**src/rtl/qarctan_div_ctrl.sv**
```systemverilog
// qarctan_div_ctrl: quadrature-arctangent stage of the FM demodulator.
// Takes one I/Q pair, forms the qarctan ratio operands, runs them through the
// external serial divider (start/done handshake) and emits a signed phase
// angle in Q(BITS) radians.
// Optional build macro: QARCTAN_DIFF_EN -- output the difference between
// successive angles (FM discriminator) instead of the raw angle.
module qarctan_div_ctrl #(
  parameter int DATA_WIDTH     = 32,
  parameter int BITS           = 10,
  parameter int QUAD1          = 804,
  parameter int QUAD3          = 2412,
  parameter int DIVIDEND_WIDTH = 64,
  parameter int DIVISOR_WIDTH  = 32
) (
  input  logic                      clock,
  input  logic                      reset,
  input  logic                      in_valid,
  output logic                      in_ready,
  input  logic [DATA_WIDTH-1:0]     in_x,
  input  logic [DATA_WIDTH-1:0]     in_y,
  output logic                      out_valid,
  input  logic                      out_ready,
  output logic [DATA_WIDTH-1:0]     out_angle,
  output logic                      out_err,
  output logic                      div_start,
  output logic [DIVIDEND_WIDTH-1:0] div_dividend,
  output logic [DIVISOR_WIDTH-1:0]  div_divisor,
  input  logic [DIVIDEND_WIDTH-1:0] div_quotient,
  input  logic                      div_done,
  input  logic                      div_overflow
);

  // Operand width: two guard bits so |y|+1 and x +/- abs_y never wrap.
  localparam int OW = DATA_WIDTH + 2;
  // Product width: signed quotient times a small pi/4 constant.
  localparam int PW = DIVIDEND_WIDTH + 34;

  typedef enum logic [2:0] {
    S_IDLE, S_SETUP, S_START, S_WAIT, S_SCALE, S_OUT
  } state_t;

  state_t                      state_q;
  logic signed [DATA_WIDTH-1:0] x_q, y_q;
  logic signed [OW-1:0]        quad_q;
  logic                        neg_r_q, neg_y_q, ovf_q;
  logic [DIVIDEND_WIDTH-1:0]   quot_q;

  logic                        in_ready_q, out_valid_q, out_err_q, div_start_q;
  logic [DATA_WIDTH-1:0]       out_angle_q;
  logic [DIVIDEND_WIDTH-1:0]   div_dividend_q;
  logic [DIVISOR_WIDTH-1:0]    div_divisor_q;
`ifdef QARCTAN_DIFF_EN
  logic signed [DATA_WIDTH-1:0] prev_angle_q, raw_angle_q;
`endif

  // Next-value terms computed from the captured sample / quotient.
  logic signed [OW-1:0]             x_ext, y_ext, abs_y, num_d, den_d, quad_d, abs_num;
  logic [DIVIDEND_WIDTH-1:0]        dividend_d;
  logic [DIVISOR_WIDTH-1:0]         divisor_d;
  logic signed [DIVIDEND_WIDTH:0]   r_s;
  logic signed [PW-1:0]             prod, angle_full;
  logic signed [DATA_WIDTH-1:0]     angle_d, out_angle_d;

  // Operand formation (SETUP) and angle reconstruction (SCALE) datapath.
  always_comb begin
    // NOTE: every always_comb output gets a default first so no path leaves it unassigned and infers a latch.
    num_d  = '0;
    den_d  = '0;
    quad_d = '0;
    x_ext  = OW'(x_q);
    y_ext  = OW'(y_q);
    abs_y  = ((y_ext < 0) ? -y_ext : y_ext) + OW'(1);
    if (!x_q[DATA_WIDTH-1]) begin
      num_d  = x_ext - abs_y;
      den_d  = x_ext + abs_y;
      quad_d = OW'(QUAD1);
    end else begin
      num_d  = x_ext + abs_y;
      den_d  = abs_y - x_ext;
      quad_d = OW'(QUAD3);
    end
    abs_num    = num_d[OW-1] ? -num_d : num_d;
    dividend_d = DIVIDEND_WIDTH'($unsigned(abs_num)) << BITS;
    divisor_d  = DIVISOR_WIDTH'($unsigned(den_d));

    // Signed ratio, scaled by pi/4 with a floor shift, folded into the quadrant.
    r_s        = neg_r_q ? -$signed({1'b0, quot_q}) : $signed({1'b0, quot_q});
    prod       = PW'(r_s) * PW'(QUAD1);
    angle_full = PW'(quad_q) - (prod >>> BITS);
    if (neg_y_q) angle_full = -angle_full;
    angle_d    = ovf_q ? '0 : DATA_WIDTH'(angle_full);
`ifdef QARCTAN_DIFF_EN
    out_angle_d = ovf_q ? '0 : angle_d - prev_angle_q;
`else
    out_angle_d = angle_d;
`endif
  end

  // Control FSM with registered handshake and divider outputs.
  always_ff @(posedge clock) begin
    if (reset) begin
      // NOTE: sequential state uses non-blocking assignments so every register samples pre-edge values.
      state_q        <= S_IDLE;
      x_q            <= '0;
      y_q            <= '0;
      quad_q         <= '0;
      neg_r_q        <= 1'b0;
      neg_y_q        <= 1'b0;
      ovf_q          <= 1'b0;
      quot_q         <= '0;
      in_ready_q     <= 1'b1;
      out_valid_q    <= 1'b0;
      out_err_q      <= 1'b0;
      out_angle_q    <= '0;
      div_start_q    <= 1'b0;
      div_dividend_q <= '0;
      div_divisor_q  <= '0;
`ifdef QARCTAN_DIFF_EN
      prev_angle_q   <= '0;
      raw_angle_q    <= '0;
`endif
    end else begin
      case (state_q)
        S_IDLE: begin
          if (in_valid) begin
            x_q        <= in_x;
            y_q        <= in_y;
            in_ready_q <= 1'b0;
            state_q    <= S_SETUP;
          end
        end
        S_SETUP: begin
          quad_q         <= quad_d;
          neg_r_q        <= num_d[OW-1];
          neg_y_q        <= y_q[DATA_WIDTH-1];
          div_dividend_q <= dividend_d;
          div_divisor_q  <= divisor_d;
          div_start_q    <= 1'b1;
          state_q        <= S_START;
        end
        S_START: begin
          div_start_q <= 1'b0;
          state_q     <= S_WAIT;
        end
        S_WAIT: begin
          if (div_done) begin
            quot_q  <= div_quotient;
            ovf_q   <= div_overflow;
            state_q <= S_SCALE;
          end
        end
        S_SCALE: begin
          out_angle_q <= out_angle_d;
          out_err_q   <= ovf_q;
          out_valid_q <= 1'b1;
`ifdef QARCTAN_DIFF_EN
          raw_angle_q <= angle_d;
`endif
          state_q     <= S_OUT;
        end
        S_OUT: begin
          if (out_ready) begin
            out_valid_q <= 1'b0;
            in_ready_q  <= 1'b1;
`ifdef QARCTAN_DIFF_EN
            if (!out_err_q) prev_angle_q <= raw_angle_q;
`endif
            state_q     <= S_IDLE;
          end
        end
        default: state_q <= S_IDLE;
      endcase
    end
  end

  assign in_ready     = in_ready_q;
  assign out_valid    = out_valid_q;
  assign out_angle    = out_angle_q;
  assign out_err      = out_err_q;
  assign div_start    = div_start_q;
  assign div_dividend = div_dividend_q;
  assign div_divisor  = div_divisor_q;

endmodule

```
**config.mk**
```make
export PLATFORM = sky130hd
export DESIGN_NAME = qarctan_div_ctrl
export DESIGN_NICKNAME = d
export VERILOG_FILES = /design/src/rtl/qarctan_div_ctrl.sv
export SDC_FILE = /design/constraint.sdc
export NUM_CORES = 1
export LEC_CHECK = 0
export ABC_AREA = 1
export BUFFER_PORTS_ARGS = -buffer_cell sky130_fd_sc_hd__buf_2
export CAP_MARGIN = 20
export CORE_ASPECT_RATIO = 1.75
export CORE_MARGIN = 4
export CORE_UTILIZATION = 25
export CTS_BUF_LIST = sky130_fd_sc_hd__clkbuf_8
export DETAILED_ROUTE_END_ITERATION = 10
export PLACE_DENSITY = 0.44
export SYNTH_ARGS = -nofsm -noshare
export SYNTH_HDL_FRONTEND = slang
export SYNTH_SLANG_ARGS = --single-unit
```
**constraint.sdc**
```tcl
create_clock -name clock -period 5.7 [get_ports clock]
set_input_delay 1.14 -clock clock [delete_from_list [all_inputs] [get_ports clock]]
set_output_delay 1.14 -clock clock [all_outputs]
set_load 0.02 [all_outputs]
```
==> metrics.cfg, run 1 <==
[timing]
slew_headroom_pct=34.29
drv_slew=0
whs_ns=0.4584
rsz0062_at_grt=true
max_freq_ghz=0.1663
skew_ns=0.04906
timing.final.crit_share_pct=105.5
finalSetupTns_ns=-3.385
finalSetupViolCount=19
hold_violations=0
min_period_ns=6.012
tightest_slew_ns=0.9857
setup_ws_ns=-0.3120

[setup_path]
worst-r2r-setup-slack_ns=-0.31
crit_start=quot_q[0]
worstSetupPathType=flip-flop to flip-flop
required_ns=6.25
cpPeakStageDelay_ns=0.56
cp-end-kind=flip-flop
rr_endpoint=out_angle[27]
path_max_fanout=5
reg2reg_from=quot_q[0]
crit_arrival_ns=6.56
start_kind=flip-flop
path_buf_inv=9
crit_family=simple AND/OR/NAND/NOR gates
rr_worst_depth=40
slowest_stage=fa_2

[final_layout]
syn2layout_area_growth_pct=65.92
stdcell_count=6823
drive_above_1_share_pct=44.87
nNetsFinal=5868
post-route-util_pct=41.87
fin_area_um2=42790

[placed_design]
placed_cell_area_um2=34970
numPortBuffers=211
dp_slack_ns=-0.8214
numPlacedInstances=6548
dp_hpwl_mm=100.4
place_congestion=0.9727

[synth]
syn_area_um2=25790
ys.flop_type=dfxtp_1
yosysWarnings=0
syn_area_per_cell_um2=6.120
synth_top_area_share_pct=16.61
ys_types=66
syn_inst=4214
yosysMostFrequentCell=nand2_1
yosysSeqAreaShare_pct=16.61
yosys.area.top_type=dfxtp_1
synth_edf_count=0
netlist_top_cells_count=nand2_1, inv_1, nor2_1, a21oi_1, nand3_1
yosys-top-cells-area=dfxtp_1, nand2_1, ha_1, inv_1, a21oi_1
synth-seq-cells=214
synthArstFlopShare_pct=0

[hold_path]
hold_end=out_angle[3]
hp-class=flip-flop to flip-flop
hold_start=out_angle[3]
hold_path_depth=2

[floorplanning]
rows=155
start_util_pct=25.23
die-area_um2=108600
die_h_um=432.9
io-pin-count=266
core_um2=102200
fp.dieW_um=250.8

[power_and_ir_drop]
netSwitchingFraction_pct=51.71
ir_drop_v=0.0003677
pwr-share-clk_pct=6.9
power_frac_seq_pct=7.2
combPwrFrac_pct=85.9
power_leakage_nw=21.54
power_switching_mw=15.57
p_int_mw=14.54
p_total_mw=30.11
power.density_nw_per_um2=703.7

[drt]
drt_iter0_drc=1058
vias=31320
viasPerCell=4.590
drt-total-wl_mm=122.3
routedWlPerCell_um=17.92
route.detailed.drc=0
first_pass_iters=6
drtAntennaViolNets=0

[global_route]
grt-ovfl-total=0
track_usage_pct=21.55
grt_pass1_vias=32460
grt_max_degree=98
grt_pass1_wl_mm=179.6
antenna_found_initial=2

[run_status]
violations=negative setup slack
status=complete, but fails checks

[job]
max_cap_viol_count=0

[cts]
cts_sinks=214
hold_buffers=0
cts.clk_slew.worst_paths_ns=0.08
worstSkewPairLatency_ns=0.67
cts_tree=yes
htreeDepth=2
cts_buffer_depth=3
root_buffer=clkbuf_8
cts_buffers=44

-- area by class of cell --
type,instances,area [um2]
timing repair buffer,1307,9625
antenna,2,5.005
clock buffer,52,715.7
inverter,691,2638
tap,1334,1669
sequential,214,4293
clock inverter,27,350.3
multi-input combinational,3196,23490
fill,10860,59410
-- worst reg2reg max path, delay by kind of cell (launching register included) --
family                   cells  cell delay, ns
AO/OA/AOI/OAI                2            0.28
AND/OR/NAND/NOR             22            2.36
flip-flops                   1            0.34
adder cells (fa/ha/maj)      5            1.90
buffers and inverters        9            0.78
XOR/XNOR                     2            0.23
-- cell usage in the layout, fill, tap and decap left out, types with 18 or more instances in the layout --
cell type,count
nand4_1,63
nand3_2,74
nand3_4,21
nand3_1,190
ha_1,143
buf_2,210
buf_4,1026
fa_1,32
nand2_4,64
nor2_4,91
a21o_1,44
nand2_1,776
o21a_1,19
a31oi_1,19
nor2_2,108
nor3_1,23
inv_1,569
nor2_1,213
a21oi_2,53
buf_6,63
ha_4,99
a21oi_1,270
xor2_1,102
o21ai_2,34
clkbuf_8,52
o21bai_1,19
conb_1,32
o21ai_1,33
nand2_2,221
dfxtp_1,207
o21ai_0,184
inv_2,110
or2_2,18
xor2_2,48
-- worst max path at each step --
| stage | endpoint | slack, ns | cells past startpoint |
|---|---|---|---|
| after floorplan | out_angle[27] | -0.003 | 36 |
| after global placement | out_angle[31] | -0.79 | 38 |
| final | out_angle[27] | -0.31 | 40 |
| after global routing | out_angle[27] | -0.62 | 40 |
| after CTS | out_angle[31] | -0.36 | 40 |
| after detailed placement | div_dividend[34] | -0.82 | 39 |
-- state kept, by name, summed over array words and instances, names as in the netlist --
signal	count
div_dividend	33
div_divisor	32
div_start	1
in_ready	1
neg_r_q	1
neg_y_q	1
out_angle	32
out_err	1
out_valid	1
ovf_q	1
quad_q	3
quot_q	40
state_q	3
x_q	32
y_q	32
-- power groups by stage --
stage          logic, mW  clock network [mW]  registers, mW
3_5_place_dp        20.3                   0           2.19
6_report            25.9                2.07           2.18
2_1_floorplan       10.1                   0           2.36
5_1_grt             28.0                2.20           2.22
4_1_cts             23.1                2.17           2.17
3_3_place_gp        20.2                   0           2.19
-- logic make-up after synthesis --
family / Yosys count / share of synthesized area (%)
buffers and inverters: 836 / 12.89
DFF: 214 / 16.61
other: 2 / 0.02912
and+or+nand+nor: 1928 / 32.62
xor gates and xnor gates: 185 / 6.428
adders and majority gates: 280 / 14.60
AOI/OAI and AO/OA: 769 / 16.83
-- what timing repair did --
action | 4_1_cts | 5_1_grt
gates cloned | 3 | 1
setup endpoints to repair | 64 | 64
buffers inserted | 136 | 71
pin swaps | 318 | 352
resized for setup | 627 | 622
-- routing by layer --
metal  GRT usage, %  vias up  share of wire [%]
li1               -    15930                  -
met1          19.87    14520                 34
met2          45.49      582                 57
met3          1.803      285                2.5
met4          11.25        0                6.4
met5              0        -                  0
Power figures use the tool's default switching activity.
==> run 2: changes to the inputs <==
- PLACE_DENSITY: 0.44 -> not set
- SLEW_MARGIN: not set -> 30
==> run 2 against run 1 <==
  * The flow still finishes with violations (negative setup slack)
  * Hold slack better by 0.0016 ns
  * Sequential cell count stayed put
  * Highest routed layer unchanged
  * Clock-buffer cell count is 2 higher
  * First-iteration DRC count is 36% higher
  * Critical path type unchanged
  * Sequential share of layout area is 0.42 points higher
  * Utilization is 1.7 points lower
==> metrics.cfg, run 2 (synthesized netlist as in run 1, its figures left out) <==
[drt]
first_pass_iters=5  ; was 6
drt_iter0_drc=1437  ; was 1058
vias=31640  ; was 31.32k
drtAntennaViolNets=0  ; unchanged
drt-total-wl_mm=117.4  ; was 122.3 mm
viasPerCell=4.745  ; was 4.590
routedWlPerCell_um=17.60  ; was 17.92 um
route.detailed.drc=0  ; unchanged

[floorplanning]
fp.dieW_um=250.8  ; unchanged
core_um2=102200  ; unchanged
io-pin-count=266  ; unchanged
die_h_um=432.9  ; unchanged
rows=155  ; unchanged
start_util_pct=25.23  ; unchanged
die-area_um2=108600  ; unchanged

[final_layout]
syn2layout_area_growth_pct=59.18  ; was 65.92%
fin_area_um2=41050  ; was 42790 um2
multi_input_area_um2=23020  ; was 23490 um2
layout_commonest_cell=buf_4  ; unchanged
nNetsFinal=5713  ; was 5868
regMostFlops=quot_q  ; unchanged
ff_latch_area_um2=4293  ; unchanged
drive_above_1_share_pct=41.76  ; was 44.87%
layout_common_cells=buf_4, nand2_1, inv_1  ; unchanged
fillers=10510  ; was 10.86k
largest_register_ffs=40  ; unchanged
stdcell_count=6669  ; was 6823

[cts]
cts_tree=yes  ; unchanged
cts.clk_slew.worst_paths_ns=0.07  ; was 0.08 ns
cts_buffers=45  ; was 44
worstSkewPairLatency_ns=0.68  ; was 0.67 ns
cts_buffer_depth=3  ; unchanged
root_buffer=clkbuf_8  ; unchanged
htreeDepth=2  ; unchanged
cts_sinks=214  ; unchanged

[global_route]
track_usage_pct=20.22  ; was 21.55%
grt_pass1_wl_mm=170.6  ; was 179.6 mm
grt-ovfl-total=0  ; unchanged
grt_pass1_vias=31930  ; was 32.46k
grt_max_degree=98  ; unchanged
antenna_found_initial=3  ; was 2

[timing]
timing.final.crit_share_pct=108.1  ; was 105.5%
setup_ws_ns=-0.4614  ; was -0.3120 ns
finalSetupTns_ns=-7.380  ; was -3.385 ns
max_freq_ghz=0.1623  ; was 0.1663 GHz
finalSetupViolCount=25  ; was 19
min_period_ns=6.161  ; was 6.012 ns
whs_ns=0.4600  ; was 0.4584 ns
rsz0062_at_grt=true  ; unchanged
skew_ns=0.06537  ; was 0.04906 ns
drv_slew=0  ; unchanged
slew_headroom_pct=34.72  ; was 34.29%
hold_violations=0  ; unchanged
tightest_slew_ns=0.9792  ; was 0.9857 ns

[setup_path]
start_kind=flip-flop  ; unchanged
slowest_stage=dfxtp_2  ; was fa_2
cp-end-kind=flip-flop  ; unchanged
required_ns=6.16  ; was 6.25 ns
crit_arrival_ns=6.62  ; was 6.56 ns
path_max_fanout=4  ; was 5
worstSetupPathType=flip-flop to flip-flop  ; unchanged
cpPeakStageDelay_ns=0.34  ; was 0.56 ns

[power_and_ir_drop]
p_total_mw=28.48  ; was 30.11 mW
power.density_nw_per_um2=693.8  ; was 703.7 nW/um2
power_leakage_nw=20.80  ; was 21.54 nW
ir_drop_v=0.0004283  ; was 0.0003677 V

[placed_design]
placed_cell_area_um2=34060  ; was 34970 um2
dp_hpwl_mm=92.10  ; was 100.4 mm
numPortBuffers=211  ; unchanged
place_congestion=1.013  ; was 0.9727
numPlacedInstances=6425  ; was 6548

[hold_path]
hp-class=flip-flop to flip-flop  ; unchanged

[run_status]
status=complete, but fails checks  ; unchanged
violations=negative setup slack  ; unchanged

[job]
max_cap_viol_count=0  ; unchanged

run 2: changes by cell type in the layout (fill, tap and decap cells not counted), moves of 7 or more:
| cell | delta |
|---|---|
| inv_1 | +13 |
| buf_6 | -7 |
| nand3_2 | -9 |
| a21oi_1 | +13 |
| o21ai_0 | +16 |
| nor2_1 | +17 |
| nand3_1 | +7 |
| nor2_2 | -19 |
| buf_4 | -157 |
| ha_4 | -16 |
| ha_1 | +12 |
| inv_2 | -9 |
| a21oi_2 | -8 |
| o21ai_2 | -8 |
run 2: routing by layer:
layer / global-route usage, % / part of all wire, % / vias up
li1: - / - / 15630
met1: 19.57 / 35 / 14730
met2: 39.48 / 52 / 903
met3: 3.004 / 4.9 / 382
met4: 12.76 / 7.7 / 0
met5: 0 / 0 / -
run 2: critical path, delay by kind of cell (launching register included):
kind / cells / cell delay [ns]
simple gates: 22 / 2.34
xor+xnor: 3 / 0.38
buf+inv: 12 / 1.22
fa+ha+maj: 4 / 1.12
flops: 1 / 0.34
compound gates: 4 / 0.57
run 2: power breakdown:
part	switching (mW)	total [mW]	internal [mW]
Combinational	13.9	24.5	10.7
Sequential	0.338	2.20	1.86
Clock	0.823	1.77	0.948
Total	15.0	28.5	13.5
run 2: final cells by class:
type,instances,area share (%)
inverters,691,6.437
multi-input cells,3196,56.08
flip-flops and latches,214,10.46
diodes,4,0.02438
repair buffers,1151,20.69
clock buffers,54,1.810
clock inverters,25,0.4267
well taps,1334,4.066
run 2: through the flow:
step,worst slack (ns),util [%]
after global routing,-0.7428,40.16
after CTS,-0.2231,36.98
after global placement,-0.8546,33.32
after detailed placement,-0.8871,33.32
after floorplan,-0.003306,-
final,-0.4614,40.17
run 2: worst paths after layout:
kind	slack [ns]	cells past startpoint	endpoint	startpoint
hold / removal	0.46	2	out_angle[30]	out_angle[30]
hold reg to reg	0.46	2	out_angle[30]	out_angle[30]
setup / recovery	-0.46	45	out_angle[26]	quot_q[6]
setup reg to reg	-0.46	45	out_angle[26]	quot_q[6]
run 2: timing repair:
| action | in CTS | in global routing |
|---|---|---|
| gates cloned | 4 | 1 |
| pin swaps | 199 | 306 |
| gates resized for setup | 486 | 657 |
| buffers inserted | 68 | 96 |
| hold buffers | 0 | 0 |
| setup endpoints to repair | 59 | 61 |
